===== src/rtl/rst_seq_pkg.sv =====
// Shared definitions for the reset sequencer.
//   seq_state_e : sequencer FSM states
//   width_of()  : bit width needed to count 0..n-1 (never less than 1)
package rst_seq_pkg;

  typedef enum logic [2:0] {
    StReset,
    StRelease,
    StDoneWait,
    StRun,
    StHold
  } seq_state_e;

  function automatic int unsigned width_of(input int unsigned n);
    return (n <= 1) ? 1 : $clog2(n);
  endfunction

endpackage


===== src/rtl/rst_sync_stage.sv =====
// Reset synchronizer: asserts asynchronously with rst and deasserts on the
// SYNC_STAGES-th rising clk edge after rst falls.
//   clk      : block clock
//   rst      : raw asynchronous active-high reset
//   sync_rst : synchronized active-high reset
module rst_sync_stage #(
  parameter int unsigned SYNC_STAGES = 2
) (
  input  logic clk,
  input  logic rst,
  output logic sync_rst
);

  logic [SYNC_STAGES-1:0] chain_q;

  always_ff @(posedge clk or posedge rst) begin
    if (rst) begin
      chain_q <= '1;
    end else begin
      chain_q <= {chain_q[SYNC_STAGES-2:0], 1'b0};
    end
  end

  assign sync_rst = chain_q[SYNC_STAGES-1];

endmodule


===== src/rtl/rst_seq_ctrl.sv =====
// Reset sequencer: turns one raw reset into NUM_DOMAINS ordered resets that
// release low index first, STAGE_DELAY cycles apart. A software request in RUN
// holds every domain for SW_RST_HOLD cycles and re-runs the sequence.
//   clk        : block clock
//   rst        : asynchronous active-high reset
//   sw_rst_req : synchronous level-sensitive software reset request
//   dom_rst    : per-domain active-high reset, bit k feeds domain k
//   rst_done   : high once every domain is released
//   busy       : complement of rst_done
module rst_seq_ctrl
  import rst_seq_pkg::*;
#(
  parameter int unsigned NUM_DOMAINS = 4,
  parameter int unsigned STAGE_DELAY = 16,
  parameter int unsigned SW_RST_HOLD = 8,
  parameter int unsigned SYNC_STAGES = 2
) (
  input  logic                   clk,
  input  logic                   rst,
  input  logic                   sw_rst_req,
  output logic [NUM_DOMAINS-1:0] dom_rst,
  output logic                   rst_done,
  output logic                   busy
);

  localparam int unsigned CntMax = (STAGE_DELAY > SW_RST_HOLD) ? STAGE_DELAY : SW_RST_HOLD;
  localparam int unsigned CntW   = width_of(CntMax);
  localparam int unsigned IdxW   = width_of(NUM_DOMAINS);

  localparam logic [CntW-1:0] StageLast = CntW'(STAGE_DELAY - 1);
  localparam logic [CntW-1:0] HoldLast  = CntW'(SW_RST_HOLD - 1);
  localparam logic [IdxW-1:0] IdxLast   = IdxW'(NUM_DOMAINS - 1);

  logic sync_rst;

  rst_sync_stage #(
    .SYNC_STAGES(SYNC_STAGES)
  ) u_rst_sync (
    .clk     (clk),
    .rst     (rst),
    .sync_rst(sync_rst)
  );

  seq_state_e             state_q;
  logic [CntW-1:0]        cnt_q;
  logic [IdxW-1:0]        idx_q;
  logic [NUM_DOMAINS-1:0] dom_rst_q;
  logic                   rst_done_q;
  logic                   busy_q;

  // sync_rst asserts together with rst, so every output flop is preset the
  // moment rst rises. sync_rst drops at E0; the cycle following E0 is already
  // counted as the first release cycle, so StReset shares the release step.
  always_ff @(posedge clk or posedge sync_rst) begin
    if (sync_rst) begin
      state_q    <= StReset;
      cnt_q      <= '0;
      idx_q      <= '0;
      dom_rst_q  <= '1;
      rst_done_q <= 1'b0;
      busy_q     <= 1'b1;
    end else begin
      unique case (state_q)
        StReset, StRelease: begin
          if (cnt_q == StageLast) begin
            cnt_q     <= '0;
            // Domains release in index order, so shifting in a zero clears
            // exactly bit idx_q.
            dom_rst_q <= dom_rst_q << 1;
            if (idx_q == IdxLast) begin
              idx_q   <= '0;
              state_q <= StDoneWait;
            end else begin
              idx_q   <= idx_q + 1'b1;
              state_q <= StRelease;
            end
          end else begin
            cnt_q   <= cnt_q + 1'b1;
            state_q <= StRelease;
          end
        end
        StDoneWait: begin
          rst_done_q <= 1'b1;
          busy_q     <= 1'b0;
          state_q    <= StRun;
        end
        StRun: begin
          if (sw_rst_req) begin
            dom_rst_q  <= '1;
            rst_done_q <= 1'b0;
            busy_q     <= 1'b1;
            cnt_q      <= '0;
            idx_q      <= '0;
            state_q    <= StHold;
          end
        end
        StHold: begin
          if (cnt_q == HoldLast) begin
            cnt_q   <= '0;
            state_q <= StRelease;
          end else begin
            cnt_q <= cnt_q + 1'b1;
          end
        end
        default: state_q <= StReset;
      endcase
    end
  end

  assign dom_rst  = dom_rst_q;
  assign rst_done = rst_done_q;
  assign busy     = busy_q;

endmodule


===== config.mk =====
export PLATFORM = sky130hd
export DESIGN_NAME = rst_seq_ctrl
export DESIGN_NICKNAME = d
export VERILOG_FILES = /design/src/rtl/rst_seq_pkg.sv /design/src/rtl/rst_sync_stage.sv /design/src/rtl/rst_seq_ctrl.sv
export SDC_FILE = /design/constraint.sdc
export NUM_CORES = 1
export LEC_CHECK = 0
export ABC_AREA = 1
export BUFFER_PORTS_ARGS = -buffer_cell sky130_fd_sc_hd__buf_4
export CAP_MARGIN = 40
export CORE_MARGIN = 1.5
export CORE_UTILIZATION = 55
export CTS_CLUSTER_SIZE = 16
export DETAILED_ROUTE_END_ITERATION = 8
export GPL_ROUTABILITY_DRIVEN = 0
export HOLD_SLACK_MARGIN = 0.1
export PLACE_DENSITY = 0.71
export RECOVER_POWER = 100
export SLEW_MARGIN = 20
export SYNTH_ARGS = -nofsm -noshare
export SYNTH_HDL_FRONTEND = slang
export SYNTH_SLANG_ARGS = --single-unit

===== constraint.sdc =====
create_clock -name clk -period 0.8 [get_ports clk]
set_input_delay 0.12 -clock clk [delete_from_list [all_inputs] [get_ports clk]]
set_output_delay 0.12 -clock clk [all_outputs]
set_load 0.01 [all_outputs]

==> reports/qor.log, run 1 <==
[yosys] Synth Warn # 0
[yosys] average instance area after synthesis 8.28 um2
[clock_network] clock tree root buffer cell clkbuf_4
[yosys] total nets after synthesis 107
[clock_network] CTS Buf Count 3
[run_status] run status did not finish
[yosys] count of cell types in the netlist 20
[clock_network] Clock H-tree levels 1
[yosys] instance count of the mapped netlist 102
[yosys] Yosys top cell area share 0.296
[yosys] post-synthesis cell type with the largest combined area dfrtp_1
[sta] Worst EP post-GRT repair state_q[0]$_DFFE_PP0P_/D
[placement] IO buf count 8
[die] effective utilization at floorplan 0.618
[placement] detailed placement HPWL 1430 um
[grt] pin count of the biggest net entering global routing 10
[clock_network] total number of clock tree sinks 17
[die] Die X 42.2 um
[run_status] run-stopping error [ERROR DPL-0038] Utilization greater than 100%, impossible to legalize
[yosys] register bit total from synthesis 17
[clock_network] Max Root-Sink Buffers 2
[run_status] Halt Stage 5_1_grt
[die] number of top-level design ports 9
[yosys] synthesized cell area 845 um2
[yosys] top cells by area in the synthesized netlist dfrtp_1 (30%), dfstp_2 (22%), nand2_1 (16%), nand3_1 (5.9%), nor2_1 (4.0%)
[yosys] sequential element share of the synthesized area 0.514
[die] vertical die dimension 42.2 um
[die] number of core rows 13
[sta] pin type at the end of the worst path sequential cell input
-- cell families after synthesis --
group | count (synthesis) | share of synthesized area
AND/OR/NAND/NOR | 62 | 0.342
flip-flops | 17 | 0.514
buffers and inverters | 13 | 0.0608
AO/OA/AOI/OAI | 7 | 0.0489
adder cells (fa/ha/maj) | 2 | 0.0296
other | 1 | 0.00444
-- synthesized netlist by cell type --
cell        n
nand2_1    35
dfrtp_1    10
nand3_1    10
nor2_1      9
dfstp_2     7
inv_1       7
inv_2       5
o21ai_0     4
nand2_4     3
ha_1        2
and2_1      1
conb_1      1
inv_4       1
nand3_2     1
nand4_1     1
nor2_2      1
nor2_4      1
o2111ai_1   1
o211ai_1    1
o21ai_1     1
-- metrics by stage --
stage,setup slack (ps),std cells,util,setup TNS [ps],area (um2)
2_1_floorplan,-329,102,-,-3710,863
3_3_place_gp,-372,139,0.766,-4410,1050
4_1_cts,-403,150,0.883,-6560,1210
3_5_place_dp,-411,139,0.766,-4930,1050
-- what timing repair did --
| action | 4_1_cts |
|---|---|
| buffers inserted | 6 |
| setup endpoints to repair | 21 |
| cloned | 0 |
| endpoints found under the hold margin | 2 |
| hold buffers | 1 |
| pin swaps | 6 |
| resized for setup | 23 |
==> run 2, diff against run 1 <==
CORE_AREA = 2 2 63 65   (was unset)
CORE_MARGIN = unset   (was 1.5)
CORE_UTILIZATION = unset   (was 55)
CTS_CLUSTER_SIZE = unset   (was 16)
DIE_AREA = 0 0 65 67   (was unset)
HOLD_SLACK_MARGIN = unset   (was 0.1)
PLACE_DENSITY = unset   (was 0.71)
PLACE_DENSITY_LB_ADDON = 0.15   (was unset)
==> run 2 against run 1 <==
The flow now finishes, with violations (negative setup slack). Synthesized cell count unchanged. Synthesized area unchanged.
==> reports/qor.log, run 2 <==
[routing] Residual DRC 0
[routing] post-detailed-route wirelength per cell 11.1 um
[clock_network] Max Root-Sink Buffers 2 [unchanged]
[cells_and_area] area of combinational cells with multiple inputs 513 um2
[yosys] average instance area after synthesis 8.28 um2 [unchanged]
[run_status] failing checks negative setup slack
[placement] placed cell area 1120 um2 [+6.6%]
[pwr] worst IR drop on VDD 0.802 mV
[placement] detailed placement HPWL 1450 um [+1.9%]
[die] number of top-level design ports 9 [unchanged]
[yosys] most frequently used cell type in the post-synthesis netlist nand2_1
[yosys] register bit total from synthesis 17 [unchanged]
[die] DIE AREA 4360 um2
[die] Core Box Area 3610 um2
[yosys] sequential element share of the synthesized area 0.514 [unchanged]
[sta] count of final setup violators 21
[yosys] instance count of the mapped netlist 102 [unchanged]
[die] Die X 65 um [+54%]
[clock_network] CTS Buf Count 3 [unchanged]
[routing] Routed WL 2120 um
[die] vertical die dimension 67 um [+59%]
[setup_path] crit end category flop
[sta] clock skew after layout 3.85 ps
[routing] number of detailed-route iterations in the first pass 3
[sta] hold_ws 294 ps
[run_status] run status finished with violations
[yosys] post-synthesis cell type with the largest combined area dfrtp_1
[cells_and_area] top library cells by usage in the layout, fill and taps aside buf_4 (21), nand2_1 (19), nand2_2 (13)
[die] number of core rows 22 [+9]
[grt] initial antenna violation count 0
[sta] Fmax achieved 0.820 GHz
[sta] Final WS setup -419 ps
[clock_network] TritonCTS clock tree done
[routing] Via Count 774
[clock_network] Clock H-tree levels 1 [unchanged]
[yosys] Most used DFF post-synth dfrtp_1
[cells_and_area] total non-filler cell area in the finished layout 1440 um2
[yosys] Yosys top cell area share 0.296 [unchanged]
[cells_and_area] most common library cell in the layout ignoring fill and taps buf_4
[cells_and_area] number of fillers in the final layout 372
[yosys] Synth Warn # 0 [unchanged]
[sta] Final min period 1220 ps
[cells_and_area] share of final-layout standard cells stronger than drive strength 1 0.641
[clock_network] total number of clock tree sinks 17 [unchanged]
[placement] IO buf count 8 [unchanged]
[yosys] top cells by area in the synthesized netlist dfrtp_1 (30%), dfstp_2 (22%), nand2_1 (16%), nand3_1 (5.9%), nor2_1 (4.0%)
[clock_network] clock latency of the later-clocked register in the worst-skew pair 250 ps
[grt] wire length of the first global-routing pass 3420 um
[job] Max-cap violations 0
[yosys] total nets after synthesis 107 [unchanged]
[sta] setup repair after global routing missed its margin true
[setup_path] maximum fanout count along the critical path 3
[cells_and_area] register area 438 um2
[cells_and_area] growth of design area from synthesis to finish 70.1%
[sta] Slew Limit Fails 0
[setup_path] crit start category flop
[yosys] leading post-synthesis cells by instance count nand2_1 (35), dfrtp_1 (10), nand3_1 (10)
[setup_path] Setup Crit Path Kind flop to flop
[yosys] number of enable flip-flop cells after synthesis 0 [unchanged]
[yosys] synthesized cell area 845 um2 [unchanged]
[routing] initial DRC count 27
[grt] number of global-route vias before repair 764
[setup_path] Critical Path RT 950 ps
[routing] count of antenna-violating nets left after detailed routing 0
[hold_path] Min-Delay Path Class primary input to flop
[setup_path] data arrival time of the critical path 1370 ps
[setup_path] minimum setup slack among reg-to-reg paths -420 ps
[pwr] Static Leak 0.000712 uW
[pwr] Power Dens Cells 1100 nW/um2
[grt] Overflow after GRT 0
[cells_and_area] Post-layout nets 148
[yosys] count of cell types in the netlist 20 [unchanged]
[clock_network] clock-pin transition on the worst setup and hold timing paths 70 ps
[grt] overall global routing resource usage 0.104
[sta] number of hold-slack violations in the final timing report 0
[clock_network] clock tree root buffer cell clkbuf_8
[cells_and_area] Antenna Cells 0
[grt] pin count of the biggest net entering global routing 16
[routing] vias per inst 4.07
[yosys] share of flip-flops with an asynchronous set or reset 1.00 [unchanged]
[sta] final period utilization 1.52
[die] effective utilization at floorplan 0.234 [-0.384]
[run 2: layout make-up]
class | instances | share of cell area
clock buffer | 3 | 0.0287
clock inverter | 1 | 0.00348
inverter | 13 | 0.0444
multi-input combinational | 72 | 0.357
sequential | 17 | 0.305
tap | 48 | 0.0418
timing repair buffer | 36 | 0.220
[run 2: worst max-delay path, stage by stage, from the launching register on]
cell and delay (ps):
dfrtp_1 420, ha_4 190, nand2_4 60, inv_4 50
nand2_2 70, nand3_4 80, and2_4 150, nand2_2 50
nand2_1 40
[run 2: kinds of logic after synthesis]
family          share of synthesized area
other cells                       0.00444
buf+inv                            0.0608
compound gates                     0.0489
flops                               0.514
simple gates                        0.342
fa+ha+maj                          0.0296
[run 2: where the power goes]
part / internal (uW) / leakage (uW) / switching, uW / total, uW
combinational: 21.3 / 0.000508 / 28.7 / 50.0
sequential: 874 / 0.000178 / 3.25 / 878
clock: 346 / 0.0000255 / 304 / 650
[run 2: timing repair]
| action | 4_1_cts | 5_1_grt |
|---|---|---|
| hold buffers | 1 | 0 |
| pin swaps | 3 | 14 |
| resized for setup | 16 | 43 |
| endpoints found under the hold margin | 2 | 0 |
| setup endpoints to repair | 21 | 21 |
| setup buffers | 5 | 9 |
[run 2: per-stage QoR]
stage / setup TNS, ps / setup slack, ps / std cells / util / power [uW]
after global routing: -7370 / -476 / 190 / 0.398 / 1640
after floorplan: -3710 / -329 / 102 / - / 912
after detailed placement: -5010 / -418 / 174 / 0.310 / 943
after global placement: -4970 / -408 / 174 / 0.310 / 943
final: -6220 / -419 / 190 / 0.398 / 1580
after CTS: -6450 / -408 / 184 / 0.351 / 1620
[run 2: final timing paths]
| check | start | end | depth (start not counted) |
|---|---|---|---|
| hold / removal | sw_rst_req | state_q[0]$_DFFE_PP0P_ | 5 |
| max in group asynchronous | u_rst_sync.chain_q[1]$_DFF_PP1_ | busy$_DFFE_PP1P_ | 2 |
| setup / recovery | cnt_q[1]$_DFFE_PP0P_ | state_q[0]$_DFFE_PP0P_ | 8 |
| setup reg to reg | cnt_q[1]$_DFFE_PP0P_ | state_q[0]$_DFFE_PP0P_ | 8 |
| hold reg to reg | u_rst_sync.chain_q[1]$_DFF_PP1_ | idx_q[1]$_DFFE_PP0P_ | 2 |
| min in group asynchronous | u_rst_sync.chain_q[1]$_DFF_PP1_ | idx_q[1]$_DFFE_PP0P_ | 2 |
[run 2: routing by layer]
layer	wire, um	GRT usage
met3	46	0.0304
met2	1150	0.165
met1	904	0.134
met4	13	0.0399
met5	0	0
No activity file was read; power rests on OpenSTA's default activity.
==> run 3, diff against run 2 <==
ABC_AREA = unset   (was 1)
GPL_ROUTABILITY_DRIVEN = unset   (was 0)
PLACE_DENSITY_LB_ADDON = unset   (was 0.15)
==> run 3 against run 2 <==
The run still ends with negative setup slack left. Synthesized area increased by 4.0%. Clock power grew 3%. Worst hold slack got worse by 11 ps. Register-to-register slack worse by 99 ps. First-iteration DRC count decreased by 78%. Cell area fell by 0.78%. Critical path depth shrank 4. Flip-flop and latch count unchanged. Non-clock buffer count rose by 5. Die area is the same. Power grew to 2.6 times the previous value.
==> reports/qor.log, run 3 <==
[yosys] instance count of the mapped netlist 90 [-12%]
[routing] Residual DRC 0 [unchanged]
[yosys] post-synthesis cell type with the largest combined area dfrtp_1
[clock_network] Max Root-Sink Buffers 2 [unchanged]
[routing] number of detailed-route iterations in the first pass 3 [unchanged]
[grt] Overflow after GRT 0 [unchanged]
[sta] Fmax achieved 0.759 GHz [-7.5%]
[setup_path] standard cell with the maximum stage delay on the critical path dfrtp_1
[routing] vias per inst 4.36 [+7.0%]
[yosys] register bit total from synthesis 17 [unchanged]
[grt] initial antenna violation count 0 [unchanged]
[setup_path] Setup Crit Path Kind flop to flop
[clock_network] clock-pin transition on the worst setup and hold timing paths 70 ps [about the same]
[sta] Total Negative Setup Slacks -7740 ps [-1520 ps]
[cells_and_area] area of combinational cells with multiple inputs 518 um2 [+0.98%]
[yosys] top cells by area in the synthesized netlist dfrtp_1 (28%), dfstp_2 (21%), nand2_1 (6.0%), nand3_1 (3.4%), o21ai_0 (3.4%)
[setup_path] largest stage delay on the critical path 390 ps [-30 ps]
[yosys] number of enable flip-flop cells after synthesis 0 [unchanged]
[yosys] average instance area after synthesis 9.76 um2 [+18%]
[setup_path] maximum fanout count along the critical path 6 [+3]
[die] number of core rows 22 [unchanged]
[clock_network] clock tree root buffer cell clkbuf_8
[grt] wire length of the first global-routing pass 3710 um [+8.5%]
[grt] overall global routing resource usage 0.111 [+0.00668]
[clock_network] Clock H-tree levels 1 [unchanged]
[routing] Via Count 780 [+0.78%]
[cells_and_area] Antenna Cells 0 [unchanged]
[cells_and_area] most common library cell in the layout ignoring fill and taps buf_4
[setup_path] critical path cell sequence ha_4 > nand2_4 > nand4b_1 > o31ai_1
[pwr] worst IR drop on VDD 1.99 mV [+150%]
[cells_and_area] Post-layout nets 137 [-7.4%]
[yosys] count of cell types in the netlist 33 [+65%]
[die] Die X 65 um [unchanged]
[cells_and_area] number of fillers in the final layout 355 [-4.6%]
[routing] initial DRC count 6 [-78%]
[sta] count of final setup violators 21 [unchanged]
[die] DIE AREA 4360 um2 [unchanged]
[clock_network] CTS Buf Count 3 [unchanged]
[grt] pin count of the biggest net entering global routing 11 [-5]
[sta] Final WS setup -518 ps [-98.5 ps]
[placement] number of instances in the placed design 166 [-4.6%]
[setup_path] cell class contributing the biggest share of worst-path delay flip-flops
[cells_and_area] register area 437 um2 [-0.29%]
[setup_path] Buffers & Inverters on Critical Path 0 [-1]
[sta] setup repair after global routing missed its margin true
[die] vertical die dimension 67 um [unchanged]
[placement] IO buf count 8 [unchanged]
[cells_and_area] top library cells by usage in the layout, fill and taps aside buf_4 (26), buf_6 (11), nand2_1 (8), dfrtp_1 (8), dfstp_2 (7)
[yosys] Synth Warn # 0 [unchanged]
[hold_path] Min-Delay Path Class flop to async pin
[cells_and_area] non-filler instance count after layout 179 [-5.8%]
[yosys] total nets after synthesis 95 [-11%]
[cells_and_area] share of final-layout standard cells stronger than drive strength 1 0.634 [-0.00726]
[placement] detailed placement HPWL 1550 um [+6.6%]
[yosys] Yosys top cell area share 0.285 [-0.0114]
[die] Core Box Area 3610 um2 [unchanged]
[setup_path] Critical Path RT 970 ps [+20 ps]
[yosys] leading post-synthesis cells by instance count nand2_1 (14), dfrtp_1 (10), nor2_1 (8)
[routing] Routed WL 2180 um [+3.1%]
[clock_network] total number of clock tree sinks 17 [unchanged]
[job] Max-cap violations 0 [unchanged]
[sta] Slew Limit Fails 0 [unchanged]
[yosys] Most used DFF post-synth dfrtp_1
[routing] count of antenna-violating nets left after detailed routing 0 [unchanged]
[sta] number of hold-slack violations in the final timing report 0 [unchanged]
[yosys] most frequently used cell type in the post-synthesis netlist nand2_1
[pwr] Power Dens Cells 2840 nW/um2 [+160%]
[clock_network] clock latency of the later-clocked register in the worst-skew pair 260 ps [about the same]
[run_status] failing checks negative setup slack
[yosys] synthesized cell area 878 um2 [+4.0%]
[grt] number of global-route vias before repair 843 [+10%]
[yosys] sequential element share of the synthesized area 0.494 [-0.0198]
[placement] placer congestion estimate 0.846
[die] number of top-level design ports 9 [unchanged]
[clock_network] TritonCTS clock tree done
[sta] final period utilization 1.65 [+0.123]
[yosys] share of flip-flops with an asynchronous set or reset 1.00 [unchanged]
[routing] post-detailed-route wirelength per cell 12.2 um [+9.4%]
[setup_path] crit start category flop
[sta] Final min period 1320 ps [+98.5 ps]
[run_status] run status finished with violations
[setup_path] data arrival time of the critical path 1480 ps [+110 ps]
[sta] clock skew after layout 1.75 ps [-2.09 ps]
[pwr] Static Leak 0.000648 uW [-9.0%]
[die] effective utilization at floorplan 0.244 [+0.00937]
[setup_path] crit end category flop
[cells_and_area] growth of design area from synthesis to finish 62.3%
==> run 3: cell count changes in the layout (fill, tap and decap cells not counted), moves of 3 or more <==
cell	before	now
nand2_1	19	8
nand2_2	13	6
buf_4	21	26
a21oi_1	0	3
inv_4	3	0
nand2_4	5	2
o21ai_2	2	5
==> run 3: kinds of logic (layout without fill, tap and decap cells) <==
logic type                 Yosys count  after routing  share of synthesized area
and+or+nand+nor                     38             38                      0.235
AOI/OAI and AO/OA                   22             22                      0.170
DFF                                 17             17                      0.494
buffers and inverters                9             50                     0.0570
adders and majority gates            2              2                     0.0285
other                                1              1                    0.00427
muxes                                1              1                     0.0114
==> run 3: per-stage QoR <==
stage | power, uW | worst slack [ps] | cell area (um2) | hold WS, ps | util
CTS | 3900 | -525 | 1370 | 239 | 0.379
global placement | 2890 | -538 | 1170 | 153 | 0.325
global route | 4320 | -580 | 1430 | 312 | 0.395
floorplan | 2300 | -542 | 902 | 31.5 | -
detailed placement | 2940 | -636 | 1170 | 163 | 0.325
finish | 4040 | -518 | 1430 | 284 | 0.395
==> run 3: power by group <==
| group | switching, uW | internal (uW) | total [uW] |
|---|---|---|---|
| clock | 322 | 347 | 668 |
| sequential | 241 | 1220 | 1460 |
| combinational | 842 | 1070 | 1920 |
| total | 1400 | 2640 | 4040 |
==> run 3: worst paths after layout <==
kind,from,endpoint,slack (ps),cells after the start
min,u_rst_sync.chain_q[1]$_DFF_PP1_,cnt_q[3]$_DFFE_PP0P_,280,2
max reg2reg,cnt_q[1]$_DFFE_PP0P_,idx_q[0]$_DFFE_PP0P_,-520,4
max in group asynchronous,u_rst_sync.chain_q[1]$_DFF_PP1_,dom_rst[2]$_DFFE_PP1P_,220,2
min in group clk,sw_rst_req,state_q[2]$_DFFE_PP0P_,290,4
min reg2reg,u_rst_sync.chain_q[1]$_DFF_PP1_,cnt_q[3]$_DFFE_PP0P_,280,2
max,cnt_q[1]$_DFFE_PP0P_,idx_q[0]$_DFFE_PP0P_,-520,4
==> run 3: worst min-delay path, stage by stage (launching register included) <==
cell and delay [ps]:
dfstp_2 360, inv_1 60, clkbuf_2 250
==> run 3: routing by layer <==
metal  wire length [um]  GRT usage  up-vias
li1                   -          -      392
met1                943      0.125      375
met2               1160      0.211       11
met3                 51     0.0203        2
met4                 23     0.0319        0
met5                  0          0        -
==> run 3: timing repair <==
action,in CTS,in global routing
hold buffers,1,0
endpoints found under the hold margin,2,0
pin swaps,10,7
setup endpoints to repair,21,21
setup buffers,8,0
resized for setup,24,18
==> run 3: cell type report <==
cell class                 instances  share of cell area
multi-input combinational         64               0.363
sequential                        17               0.306
timing repair buffer              41               0.242
tap                               48              0.0421
clock buffer                       3              0.0290
inverter                           5              0.0132
clock inverter                     1             0.00351
